===== src/rtl/mdu_seq_pkg.sv =====
// Shared definitions for the execute stage: M-extension op codes, the
// multiply/divide sequencer state encoding, and the ALU/branch op codes.
package mdu_seq_pkg;

  localparam logic [2:0] MDU_OP_MUL    = 3'd0;
  localparam logic [2:0] MDU_OP_MULH   = 3'd1;
  localparam logic [2:0] MDU_OP_MULHSU = 3'd2;
  localparam logic [2:0] MDU_OP_MULHU  = 3'd3;
  localparam logic [2:0] MDU_OP_DIV    = 3'd4;
  localparam logic [2:0] MDU_OP_DIVU   = 3'd5;
  localparam logic [2:0] MDU_OP_REM    = 3'd6;
  localparam logic [2:0] MDU_OP_REMU   = 3'd7;

  typedef enum logic [1:0] {
    IDLE = 2'd0,
    CALC = 2'd1,
    DONE = 2'd2
  } mdu_state_e;

  typedef enum logic [3:0] {
    ALU_ADD, ALU_SUB, ALU_AND, ALU_OR, ALU_XOR,
    ALU_SLL, ALU_SRL, ALU_SRA, ALU_SLT, ALU_SLTU
  } alu_op_e;

  typedef enum logic [2:0] {
    BR_EQ, BR_NE, BR_LT, BR_GE, BR_LTU, BR_GEU
  } br_op_e;

  // The divide/remainder group occupies the upper half of the encoding.
  function automatic logic is_div_op(input logic [2:0] op);
    return op[2];
  endfunction

endpackage


===== src/rtl/mdu_core.sv =====
// Unsigned iterative datapath shared by multiply and divide.
// hi/lo hold the running product (shift-add) or remainder/quotient
// (restoring shift-subtract); opb holds multiplicand or divisor.
module mdu_core
  import mdu_seq_pkg::*;
#(
  parameter int DATA_WIDTH = 32
) (
  input  logic                  clk,
  input  logic                  rst,
  input  logic                  init,
  input  logic                  step,
  input  logic                  is_div,
  input  logic [DATA_WIDTH-1:0] a_mag,
  input  logic [DATA_WIDTH-1:0] b_mag,
  output logic [DATA_WIDTH-1:0] hi_nxt,
  output logic [DATA_WIDTH-1:0] lo_nxt
);

  logic [DATA_WIDTH-1:0] hi_q, hi_d, lo_q, lo_d, opb_q, opb_d;
  logic [DATA_WIDTH:0]   sum, shifted, diff;

  // One iteration of either algorithm, exposed so the sequencer can fix up
  // the final value on the same edge that the last step is taken.
  always_comb begin
    sum     = {1'b0, hi_q} + {1'b0, opb_q};
    shifted = {hi_q, lo_q[DATA_WIDTH-1]};
    diff    = shifted - {1'b0, opb_q};
    hi_nxt  = hi_q;
    lo_nxt  = lo_q;
    if (is_div) begin
      if (!diff[DATA_WIDTH]) begin
        hi_nxt = diff[DATA_WIDTH-1:0];
        lo_nxt = {lo_q[DATA_WIDTH-2:0], 1'b1};
      end else begin
        hi_nxt = shifted[DATA_WIDTH-1:0];
        lo_nxt = {lo_q[DATA_WIDTH-2:0], 1'b0};
      end
    end else if (lo_q[0]) begin
      hi_nxt = sum[DATA_WIDTH:1];
      lo_nxt = {sum[0], lo_q[DATA_WIDTH-1:1]};
    end else begin
      hi_nxt = {1'b0, hi_q[DATA_WIDTH-1:1]};
      lo_nxt = {hi_q[0], lo_q[DATA_WIDTH-1:1]};
    end
  end

  // Load operands on init (same layout for both algorithms), else advance.
  always_comb begin
    hi_d  = hi_q;
    lo_d  = lo_q;
    opb_d = opb_q;
    if (init) begin
      hi_d  = '0;
      lo_d  = a_mag;
      opb_d = b_mag;
    end else if (step) begin
      hi_d = hi_nxt;
      lo_d = lo_nxt;
    end
  end

  // Datapath registers.
  always_ff @(posedge clk) begin
    if (rst) begin
      hi_q  <= '0;
      lo_q  <= '0;
      opb_q <= '0;
    end else begin
      hi_q  <= hi_d;
      lo_q  <= lo_d;
      opb_q <= opb_d;
    end
  end

endmodule


===== src/rtl/mdu_seq.sv =====
// Multi-cycle multiply/divide sequencer: handshake, FSM, iteration counter,
// divide special cases and sign fix-up around the unsigned mdu_core.
module mdu_seq
  import mdu_seq_pkg::*;
#(
  parameter int DATA_WIDTH = 32,
  parameter int ITER       = DATA_WIDTH
) (
  input  logic                  clk,
  input  logic                  rst,
  input  logic                  in_valid,
  output logic                  in_ready,
  input  logic [2:0]            op,
  input  logic [DATA_WIDTH-1:0] src_a,
  input  logic [DATA_WIDTH-1:0] src_b,
  input  logic                  flush,
  output logic                  out_valid,
  input  logic                  out_ready,
  output logic [DATA_WIDTH-1:0] result,
  output logic                  stall_req
);

  localparam int CW = (ITER > 1) ? $clog2(ITER) : 1;
  localparam logic [CW-1:0] CNT_LAST = CW'(ITER - 1);
  localparam logic [DATA_WIDTH-1:0] MOST_NEG = {1'b1, {(DATA_WIDTH-1){1'b0}}};

  mdu_state_e              state_q, state_d;
  logic [CW-1:0]           cnt_q, cnt_d;
  logic [2:0]              op_q, op_d;
  logic                    neg_res_q, neg_res_d, neg_rem_q, neg_rem_d;
  logic [DATA_WIDTH-1:0]   result_q, result_d;
  logic [DATA_WIDTH-1:0]   a_mag, b_mag, hi_nxt, lo_nxt, quo_fix, rem_fix, fix_result;
  logic [2*DATA_WIDTH-1:0] prod_fix;
  logic a_signed, b_signed, a_neg, b_neg, is_rem_in, div_zero, div_ovf;
  logic core_init, core_step;

  mdu_core #(.DATA_WIDTH(DATA_WIDTH)) u_core (
    .clk    (clk),
    .rst    (rst),
    .init   (core_init),
    .step   (core_step),
    .is_div (is_div_op(op_q)),
    .a_mag  (a_mag),
    .b_mag  (b_mag),
    .hi_nxt (hi_nxt),
    .lo_nxt (lo_nxt)
  );

  // Decode the incoming op: signedness, magnitudes and divide special cases.
  always_comb begin
    a_signed  = (op == MDU_OP_MUL) || (op == MDU_OP_MULH) || (op == MDU_OP_MULHSU) ||
                (op == MDU_OP_DIV) || (op == MDU_OP_REM);
    b_signed  = (op == MDU_OP_MUL) || (op == MDU_OP_MULH) ||
                (op == MDU_OP_DIV) || (op == MDU_OP_REM);
    is_rem_in = (op == MDU_OP_REM) || (op == MDU_OP_REMU);
    a_neg     = a_signed && src_a[DATA_WIDTH-1];
    b_neg     = b_signed && src_b[DATA_WIDTH-1];
    a_mag     = a_neg ? -src_a : src_a;
    b_mag     = b_neg ? -src_b : src_b;
    div_zero  = is_div_op(op) && (src_b == '0);
    div_ovf   = ((op == MDU_OP_DIV) || (op == MDU_OP_REM)) &&
                (src_a == MOST_NEG) && (src_b == '1);
  end

  // Sign correction of the final core step and selection of the result half.
  always_comb begin
    prod_fix = neg_res_q ? -{hi_nxt, lo_nxt} : {hi_nxt, lo_nxt};
    quo_fix  = neg_res_q ? -lo_nxt : lo_nxt;
    rem_fix  = neg_rem_q ? -hi_nxt : hi_nxt;
    case (op_q)
      MDU_OP_MUL:                              fix_result = prod_fix[DATA_WIDTH-1:0];
      MDU_OP_MULH, MDU_OP_MULHSU, MDU_OP_MULHU: fix_result = prod_fix[2*DATA_WIDTH-1:DATA_WIDTH];
      MDU_OP_DIV, MDU_OP_DIVU:                 fix_result = quo_fix;
      default:                                 fix_result = rem_fix;
    endcase
  end

  // Next-state, handshake and stall logic; flush always wins.
  always_comb begin
    state_d   = state_q;
    cnt_d     = cnt_q;
    op_d      = op_q;
    neg_res_d = neg_res_q;
    neg_rem_d = neg_rem_q;
    result_d  = result_q;
    core_init = 1'b0;
    core_step = 1'b0;
    in_ready  = (state_q == IDLE);
    out_valid = (state_q == DONE);
    case (state_q)
      IDLE: begin
        if (in_valid && !flush) begin
          op_d      = op;
          neg_res_d = a_neg ^ b_neg;
          neg_rem_d = a_neg;
          cnt_d     = '0;
          if (div_zero) begin
            result_d = is_rem_in ? src_a : '1;
            state_d  = DONE;
          end else if (div_ovf) begin
            result_d = is_rem_in ? '0 : MOST_NEG;
            state_d  = DONE;
          end else begin
            core_init = 1'b1;
            state_d   = CALC;
          end
        end
      end
      CALC: begin
        if (flush) begin
          cnt_d   = '0;
          state_d = IDLE;
        end else begin
          core_step = 1'b1;
          if (cnt_q == CNT_LAST) begin
            cnt_d    = '0;
            result_d = fix_result;
            state_d  = DONE;
          end else begin
            cnt_d = cnt_q + CW'(1);
          end
        end
      end
      DONE: begin
        if (flush || out_ready) state_d = IDLE;
      end
      default: state_d = IDLE;
    endcase
    stall_req = ((state_q == IDLE) ? in_valid : 1'b1) && !(out_valid && out_ready);
  end

  // Sequencer registers.
  always_ff @(posedge clk) begin
    if (rst) begin
      state_q   <= IDLE;
      cnt_q     <= '0;
      op_q      <= '0;
      neg_res_q <= 1'b0;
      neg_rem_q <= 1'b0;
      result_q  <= '0;
    end else begin
      state_q   <= state_d;
      cnt_q     <= cnt_d;
      op_q      <= op_d;
      neg_res_q <= neg_res_d;
      neg_rem_q <= neg_rem_d;
      result_q  <= result_d;
    end
  end

  assign result = result_q;

endmodule


===== config.mk =====
export PLATFORM = sky130hd
export DESIGN_NAME = mdu_seq
export DESIGN_NICKNAME = d
export VERILOG_FILES = /design/src/rtl/mdu_seq_pkg.sv /design/src/rtl/mdu_core.sv /design/src/rtl/mdu_seq.sv
export SDC_FILE = /design/constraint.sdc
export NUM_CORES = 1
export LEC_CHECK = 0
export ABC_AREA = 1
export CAP_MARGIN = 20
export CORE_ASPECT_RATIO = 0.5
export CORE_MARGIN = 8
export CORE_UTILIZATION = 50
export CTS_CLUSTER_DIAMETER = 150
export DETAILED_ROUTE_END_ITERATION = 12
export PLACE_DENSITY = 0.79
export SKIP_LAST_GASP = 1
export SYNTH_ARGS = -nofsm -noshare
export SYNTH_HDL_FRONTEND = slang
export SYNTH_HIERARCHICAL = 1
export SYNTH_SLANG_ARGS = --single-unit

===== constraint.sdc =====
create_clock -name clk -period 5 [get_ports clk]
set_input_delay 1 -clock clk [delete_from_list [all_inputs] [get_ports clk]]
set_output_delay 1 -clock clk [all_outputs]
set_load 0.01 [all_outputs]

==> results of run 1 <==
-- synthesized netlist by cell type, types with 6 or more instances --
cell         n
buf_1        9
inv_1      460
nand2_1   1012
o21ai_1     23
nand3b_1     7
a31oi_1     40
a21oi_2      8
inv_2        8
nand4_1     41
nand3_2     41
or2_2        9
nand3_1    208
dfxtp_1    140
nand2_2     46
nor3_1      25
o21ai_0    174
nor2_1     367
a21oi_1    213
xor2_1      65
nor2_4       6
clkbuf_1    68
nor2_2      14
o21bai_1    10
buf_2       14
ha_1        71
a211oi_1    34
xnor2_1     33
-- power by group --
group / leakage (nW) / internal (mW) / switching [mW] / total (mW)
Combinational: 8.20 / 1.57 / 3.94 / 5.51
Clock: 0.308 / 0.845 / 0.583 / 1.43
Sequential: 1.14 / 1.28 / 0.157 / 1.44
Total: 9.66 / 3.70 / 4.68 / 8.38
-- cell type report --
| cell class | instances | area [um^2] | share of cell area [%] |
|---|---|---|---|
| Multi-Input combinational cell | 2496 | 12480 | 63.49 |
| Sequential cell | 140 | 2808 | 14.28 |
| Inverter | 470 | 1764 | 8.976 |
| Timing Repair Buffer | 144 | 1374 | 6.990 |
| Tap cell | 475 | 594.3 | 3.024 |
| Clock buffer | 20 | 478.0 | 2.432 |
| Clock inverter | 12 | 158.9 | 0.8085 |
-- cell usage in the layout, fill, tap and decap left out, types with 4 or more instances in the layout --
cell,count
a211oi_1,34
nand3b_1,7
nand2_1,1012
clkbuf_16,18
o21bai_1,10
nor3_1,25
a21oi_2,8
o31ai_1,4
o21ai_1,23
nand2_4,5
buf_4,36
ha_1,71
nand4_1,41
a21o_1,4
clkdlybuf4s50_1,105
xor2_1,65
o21ai_2,5
inv_2,9
nand2_2,46
nor2_1,362
xnor2_1,33
nand3_2,41
nand3_1,208
nor2_2,19
nor2_4,6
a31oi_1,40
or2_2,9
dfxtp_1,138
a21oi_1,213
inv_1,459
o21ai_0,174
-- timing repair --
item                                    in CTS  in global routing
resized for setup                            0                  2
endpoints found under the setup margin       0                  3
hold buffers                                 0                  0
-- metal layers --
| metal | part of all wire, % | track usage, % |
|---|---|---|
| met1 | 44 | 48.27 |
| met2 | 40 | 49.78 |
| met3 | 12 | 7.007 |
| met4 | 3.6 | 12.08 |
| met5 | 0.017 | 0 |
-- worst max-delay path: cells and delay by family (launching register included) --
family	cells	cell delay, ns
AO/OA/AOI/OAI	1	0.27
buffers and inverters	3	0.29
AND/OR/NAND/NOR	22	2.75
adder cells (fa/ha/maj)	3	0.95
flip-flops	1	0.33
-- stage by stage --
| stage | total power, mW | instance area [um^2] | worst slack, ns |
|---|---|---|---|
| after detailed placement | 6.716 | 18990 | 0.4990 |
| final | 8.379 | 19660 | 0.3354 |
| after global placement | 6.719 | 18990 | 0.5288 |
| after global routing | 8.919 | 19660 | 0.01924 |
| after floorplan | 5.150 | 17570 | 1.516 |
| after CTS | 8.164 | 19630 | 0.4680 |
-- how the worst max path moves through the flow --
stage,from,end,slack [ns],cells past startpoint
after floorplan,u_core/lo_q[31],result[22],1.52,32
after global placement,u_core/lo_q[31],result[12],0.53,28
after detailed placement,u_core/lo_q[31],result[16],0.50,31
after CTS,u_core/lo_q[31],result[12],0.47,28
after global routing,u_core/lo_q[31],result[12],0.02,29
final,u_core/lo_q[31],result[12],0.34,29
-- sequential cells by signal (all words and copies together) (netlist names) --
signal	count
neg_res_q	1
u_core/hi_q	32
result	32
u_core/lo_q	32
cnt_q	5
u_core/opb_q	32
neg_rem_q	1
state_q	2
op_q	3
-- logic make-up (layout without fill, tap and decap cells) --
group,Yosys count,after routing
xor+xnor,98,98
flops,140,140
buf+inv,575,646
simple gates,1799,1799
compound gates,526,526
fa+ha+maj,73,73
==> flow_summary_export.csv, run 1 <==
group,metric,value,unit
yosys,synthXorXnorAreaFrac,4.886,%
placement,portBuffers,106,
critical_path,crit_arrival,5.06,ns
critical_path,crit_fanout,33,
clocking,cts_tree,"built",
critical_path,rrSetupSlack,0.34,ns
critical_path,max_stage_delay,0.43,ns
critical_path,path_class,"register to register",
min_path,hold_depth,2,
yosys,syn_area,17570,um^2
grt,gr-total-overflow,0,
yosys,synth_top_area_share,21.63,%
min_path,hold_start,"cnt_q[3]",
yosys,synth_ff_type,"dfxtp_1",
critical_path,required,5.39,ns
timing,period_minus_slack,4.665,ns
final_layout,nets,3414,
grt,grt_pass1_vias,19345,
grt,track_usage,33.89,%
yosys,syn_avg_cell_area,5.470,um^2
clocking,clk_path_buf_depth,2,
clocking,cts_sinks,140,
clocking,numCtsBuffers,17,
final_layout,drive_above_1_share,6.977,%
power_and_ir_drop,p_leak,9.655,nW
floorplan,core,34530,um^2
critical_path,cpMaxStageDelayCell,"fa_1",
timing,fmax,214.4,MHz
timing,max_slew_margin,26.45,%
critical_path,critPathLaunchType,"register",
final_layout,n_antenna_cell,0,
yosys,synth_top_family_by_area,"simple AND/OR/NAND/NOR gates",
grt,antenna_found_initial,2,
critical_path,r2r-end,"result[12]",
yosys,synthMuxAreaShare,0,%
yosys,yosysWarnings,6,
final_layout,instances_no_fill,3757,
timing,finalHoldViolations,0,
floorplan,fp.dieW,281.1,um
drt,routed_wirelength,72420,um
drt,wl_per_cell,19.28,um
critical_path,crit_top_cell,"nand2_1",
yosys,synthSimpleGateAreaFrac,44.25,%
drt,firstDrtPassIters,6,
clocking,post_cts_buffers,0,
yosys,yosys-top-cells-area,"nand2_1, dfxtp_1, inv_1, nor2_1, a21oi_1",
yosys,synth_compound_area_share,16.55,%
critical_path,critPathCaptureType,"register",
floorplan,fp-row-count,48,
floorplan,dieHeight,148.5,um
yosys,yosys.area.top_type,"nand2_1",
clocking,worstSkewPairLatency,0.46,ns
power_and_ir_drop,ir_worst_vdd,0.3243,mV
placement,dp_cells,3724,
critical_path,rr_worst_depth,29,
outcome,status,"finished clean",
yosys,synth_edf_count,0,
timing,finalSetupViolCount,0,
yosys,yosysUniqueCellTypes,54,
clocking,clkTransAtPathRegs,0.07,ns
placement,place_congestion,1.034,
drt,drtIter0Drc,2762,
floorplan,fp.dieArea,41750,um^2
clocking,h-tree-depth,4,
yosys,syn_inst,3211,
yosys,synth_fp_nets,3356,
yosys,synthAdderAreaFrac,5.285,%
timing,finClkSkew,0.02114,ns
drt,antenna_left,0,
timing,tightest_slew,1.102,ns
run,cap_violations,0,
yosys,async_flop_share,0,%
power_and_ir_drop,power_density,426.3,nW/um^2
timing,maxSlewViolCount,0,
grt,grt_max_degree,79,
min_path,hold_end,"cnt_q[3]",
clocking,cts-root-buf,"clkbuf_16",
timing,period_share,93.29,%
final_layout,area_growth,11.90,%
floorplan,ios,107,
critical_path,regToRegStartpoint,"u_core/lo_q[31]",
final_layout,nFillCells,3568,
floorplan,initial_core_util,50.87,%
timing,fin_tns_setup,0,ns
drt,drcViolationCount,0,
placement,hpwl,57860,um
timing,rsz0062_at_grt,"no",
yosys,ys_seq_area_share,15.96,%
yosys,synth_seq_cells,140,
min_path,min_path_type,"register to register",
drt,routed_via_density,5.726,
final_layout,post-route-util,56.92,%
timing,holdWs,0.4657,ns
drt,via_count,21512,
grt,grt_pass1_wl,111300,um
(Power assumes the default switching activity.)
==> inputs of run 2 (changes only) <==
Settings changed: RECOVER_POWER set to 100.
==> flow_summary_export.csv, run 2 (synthesized netlist as in run 1, its figures left out) <==
group,metric,value,unit
drt,via_count,21524,
final_layout,final_common_cell,"nand2_1",
critical_path,crit_fanout,33,
timing,fmax,211.7,MHz
grt,grt_pass1_wl,111300,um
final_layout,nets,3414,
timing,period_minus_slack,4.723,ns
placement,dp_cells,3724,
final_layout,n_antenna_cell,0,
floorplan,fp.dieArea,41750,um^2
timing,tightest_slew,1.845,ns
clocking,worstSkewPairLatency,0.46,ns
timing,period_share,94.45,%
power_and_ir_drop,p_total,8.342,mW
grt,track_usage,33.89,%
critical_path,max_stage_delay,0.44,ns
grt,grt_max_degree,79,
grt,busiest_layer,"met2",
drt,drcViolationCount,0,
outcome,violations,"capacitance limit, slew limit",
floorplan,core,34530,um^2
floorplan,initial_core_util,50.87,%
drt,drtIter0Drc,2872,
grt,use_met3,7.007,%
timing,finClkSkew,0.01947,ns
critical_path,path_class,"register to register",
grt,gr-total-overflow,0,
floorplan,ios,107,
drt,firstDrtPassIters,6,
power_and_ir_drop,p_comb_share,65.6,%
clocking,clkTransAtPathRegs,0.07,ns
timing,holdWs,0.4654,ns
clocking,numCtsBuffers,17,
power_and_ir_drop,seq_power_share,17.2,%
power_and_ir_drop,switching_share,55.92,%
clocking,cts-root-buf,"clkbuf_16",
drt,wl_per_cell,19.30,um
floorplan,fp-row-count,48,
timing,fin_tns_setup,0,ns
critical_path,required,5.39,ns
power_and_ir_drop,ir_worst_vdd,0.3212,mV
floorplan,dieHeight,148.5,um
critical_path,cpMaxStageDelayCell,"fa_1",
final_layout,post-route-util,56.67,%
critical_path,crit_family,"simple AND/OR/NAND/NOR gates",
run,cap_violations,1,
drt,routed_via_density,5.729,
timing,rsz0062_at_grt,"no",
floorplan,fp.dieW,281.1,um
grt,met2_usage,49.78,%
final_layout,drive_above_1_share,6.459,%
placement,portBuffers,106,
power_and_ir_drop,p_sw,4.665,mW
final_layout,area_growth,11.42,%
critical_path,critPathCaptureType,"register",
critical_path,crit_top_cell,"nand2_1",
placement,place_congestion,1.034,
clocking,clk_path_buf_depth,2,
grt,grt_pass1_vias,19345,
timing,finalSetupViolCount,0,
power_and_ir_drop,p_int,3.677,mW
clocking,cts_sinks,140,
clocking,h-tree-depth,4,
power_and_ir_drop,p_leak,9.729,nW
timing,maxSlewViolCount,37,
timing,finalHoldViolations,0,
clocking,cts_tree,"built",
critical_path,cp_num_buf_inv,3,
power_and_ir_drop,power_frac_clock,17.1,%
power_and_ir_drop,power_density,426.2,nW/um^2
placement,hpwl,57860,um
drt,routed_wirelength,72500,um
final_layout,final_cell_mix,"nand2_1, inv_1, nor2_1",
critical_path,crit_arrival,5.12,ns
timing,max_slew_margin,-23.00,%
drt,antenna_left,0,
critical_path,critPathLaunchType,"register",
final_layout,instances_no_fill,3757,
grt,antenna_found_initial,2,
outcome,status,"complete, but fails checks",
grt,grtUsageMet1,48.27,%
min_path,min_path_type,"register to register",
==> run 2: through the flow <==
step | setup slack, ns | area, um^2
final | 0.2773 | 19570
after global routing | 0.01648 | 19570
after CTS | 0.4680 | 19630
after detailed placement | 0.4990 | 18990
after global placement | 0.5288 | 18990
after floorplan | 1.516 | 17570
==> run 2: power groups by stage <==
stage          logic, mW  registers, mW  clock network (mW)
2_1_floorplan       3.75           1.40                   0
3_3_place_gp        5.27           1.45                   0
3_5_place_dp        5.27           1.45                   0
4_1_cts             5.30           1.43                1.43
5_1_grt             5.96           1.45                1.47
6_report            5.48           1.44                1.43
==> run 2: area by class of cell <==
class,instances,area (um^2)
clock buffers,20,478.0
repair buffers,144,1330
multi-input cells,2496,12440
clock inverters,12,158.9
fillers,3585,14960
flip-flops and latches,140,2808
inverters,470,1764
well taps,475,594.3
==> run 2: what timing repair did <==
item                                    4_1_cts  5_1_grt
hold buffers                                  0        0
endpoints found under the setup margin        0        3
setup buffers                                 0        0
gates resized for setup                       0        2
==> run 2: final timing paths <==
check,startpoint,end,slack [ns],cells past startpoint
max reg2reg,u_core/lo_q[31],result[12],0.28,29
max,u_core/lo_q[31],result[12],0.28,29
min,cnt_q[3],cnt_q[3],0.47,2
min reg2reg,cnt_q[3],cnt_q[3],0.47,2
==> run 2: worst reg2reg max path, delay by kind of cell, from the launching register on <==
kind                       cells  cell delay [ns]
DFF                            1             0.33
buffers and inverters          3             0.30
AOI/OAI and AO/OA              1             0.26
adders and majority gates      3             0.96
and+or+nand+nor               22             2.82
==> run 2: metal layers <==
layer / vias to the layer above / share of wire (%) / routed length (um)
met5: - / 0.017 / 12
met4: 2 / 3.5 / 2530
met3: 145 / 12 / 8777
met2: 1254 / 40 / 29260
met1: 9773 / 44 / 31920
li1: 10350 / - / -
==> inputs of run 3 (changes only) <==
Settings changed: CORE_UTILIZATION 50 to 55, MAX_ROUTING_LAYER set to met4, PLACE_DENSITY 0.79 to 0.85.
==> flow_summary_export.csv, run 3 (synthesized netlist as in run 1, its figures left out) <==
group,metric,value,unit
outcome,status,"complete, but fails checks",
outcome,violations,"capacitance limit, slew limit",
drt,routed_via_density,5.855,
drt,wl_per_cell,19.47,um
power_and_ir_drop,power_density,425.1,nW/um^2
clocking,numCtsBuffers,17,
timing,max_slew_margin,-33.44,%
critical_path,cpMaxStageDelayCell,"fa_1",
final_layout,instances_no_fill,3712,
grt,gr-total-overflow,0,
drt,via_count,21732,
grt,track_usage,37.93,%
critical_path,max_stage_delay,0.41,ns
floorplan,initial_core_util,55.69,%
clocking,clkTransAtPathRegs,0.07,ns
clocking,worstSkewPairLatency,0.47,ns
drt,antenna_left,0,
placement,place_congestion,1.079,
grt,grt_max_degree,63,
timing,rsz0062_at_grt,"no",
placement,hpwl,57240,um
critical_path,crit_fanout,14,
critical_path,critPathLaunchType,"register",
critical_path,required,5.40,ns
power_and_ir_drop,ir_worst_vdd,0.3166,mV
placement,portBuffers,106,
min_path,hold_end,"result[20]",
floorplan,ios,107,
critical_path,regToRegStartpoint,"u_core/lo_q[31]",
critical_path,rrSetupSlack,0.20,ns
final_layout,area_growth,11.04,%
timing,fmax,208.2,MHz
clocking,h-tree-depth,4,
clocking,cts_tree,"built",
final_layout,post-route-util,61.84,%
critical_path,startpoint,"u_core/lo_q[31]",
grt,grt_pass1_wl,110700,um
critical_path,crit_top_cell,"nand2_1",
critical_path,crit_arrival,5.21,ns
timing,period_minus_slack,4.803,ns
drt,drtIter0Drc,3328,
timing,tightest_slew,2.002,ns
min_path,hold_depth,2,
power_and_ir_drop,p_total,8.292,mW
timing,finClkSkew,0.02769,ns
critical_path,rr_worst_depth,29,
min_path,min_path_type,"register to register",
drt,firstDrtPassIters,7,
critical_path,critPathCaptureType,"register",
timing,period_share,96.07,%
clocking,cts-root-buf,"clkbuf_16",
power_and_ir_drop,p_leak,9.735,nW
timing,maxSlewViolCount,77,
final_layout,final_common_cell,"nand2_1",
clocking,clk_path_buf_depth,2,
final_layout,final_cell_mix,"nand2_1, inv_1, nor2_1",
grt,antenna_found_initial,0,
floorplan,fp-row-count,46,
timing,finalSetupViolCount,0,
critical_path,r2r-end,"result[12]",
final_layout,fin_area,19510,um^2
final_layout,n_antenna_cell,0,
critical_path,path_class,"register to register",
clocking,cts_sinks,140,
min_path,hold_start,"result[20]",
final_layout,drive_above_1_share,6.433,%
drt,routed_wirelength,72270,um
drt,drcViolationCount,0,
clocking,holdBufCountCts,0,
floorplan,fp.dieArea,38260,um^2
floorplan,dieHeight,142.4,um
floorplan,fp.dieW,268.7,um
floorplan,core,31540,um^2
timing,fin_tns_setup,0,ns
placement,dp_cells,3679,
grt,grt_pass1_vias,19405,
final_layout,nets,3412,
placement,place_area,18920,um^2
run,cap_violations,2,
timing,finalHoldViolations,0,
[run 3: cell types whose count changed in the layout (fill, tap and decap cells not counted), moves of 2 or more]
cell and change:
clkinv_2 +3, clkinv_4 -3, inv_6 +2, nand2_1 +2
nand2_2 -3, nor3_1 -3, nor3_2 +3, o21ai_0 +2
o21ai_1 -2
[run 3: repair_timing]
item,in CTS,in global routing
setup buffers,0,0
resized for setup,0,2
endpoints found under the setup margin,0,3
[run 3: worst max-delay path by stage]
stage / end / slack, ns / cells after the start
global route: result[12] / 0.003 / 29
finish: result[12] / 0.20 / 29
global placement: result[12] / 0.48 / 29
CTS: result[12] / 0.48 / 29
floorplan: result[22] / 1.52 / 32
detailed placement: result[12] / 0.50 / 29
[run 3: per-layer routing]
metal / global-route usage [%] / vias up / routed length, um / part of all wire, %
li1: - / 10335 / - / -
met1: 50.57 / 9800 / 30580 / 42
met2: 53.88 / 1410 / 29030 / 40
met3: 9.934 / 187 / 9606 / 13
met4: 15.37 / 0 / 3055 / 4.2
met5: - / - / 0 / 0
[run 3: report_power, final]
group | internal (mW) | switching, mW | total [mW] | leakage [nW]
Sequential | 1.28 | 0.160 | 1.44 | 1.14
Combinational | 1.55 | 3.92 | 5.47 | 8.29
Clock | 0.799 | 0.580 | 1.38 | 0.297
Total | 3.63 | 4.66 | 8.29 | 9.74
[run 3: area by class of cell]
type / instances / area (um^2)
sequential: 140 / 2808
clock inverter: 14 / 165.2
inverter: 470 / 1764
timing repair buffer: 142 / 1344
multi-input combinational: 2496 / 12440
tap: 432 / 540.5
fill: 3196 / 12040
clock buffer: 18 / 439.2
[run 3: worst max-delay path, delay by kind of cell, from the launching register on]
| family | cells | cell delay, ns |
|---|---|---|
| AO/OA/AOI/OAI | 1 | 0.29 |
| adder cells (fa/ha/maj) | 2 | 0.64 |
| buffers and inverters | 3 | 0.43 |
| flip-flops | 1 | 0.33 |
| AND/OR/NAND/NOR | 23 | 3.03 |
[run 3: per-stage QoR]
stage               setup slack [ns]  hold WS (ns)
global placement              0.4826        0.4531
floorplan                      1.516        0.4439
global route                0.003431        0.4943
detailed placement            0.5050        0.4605
finish                        0.1965        0.4662
CTS                           0.4762        0.4711
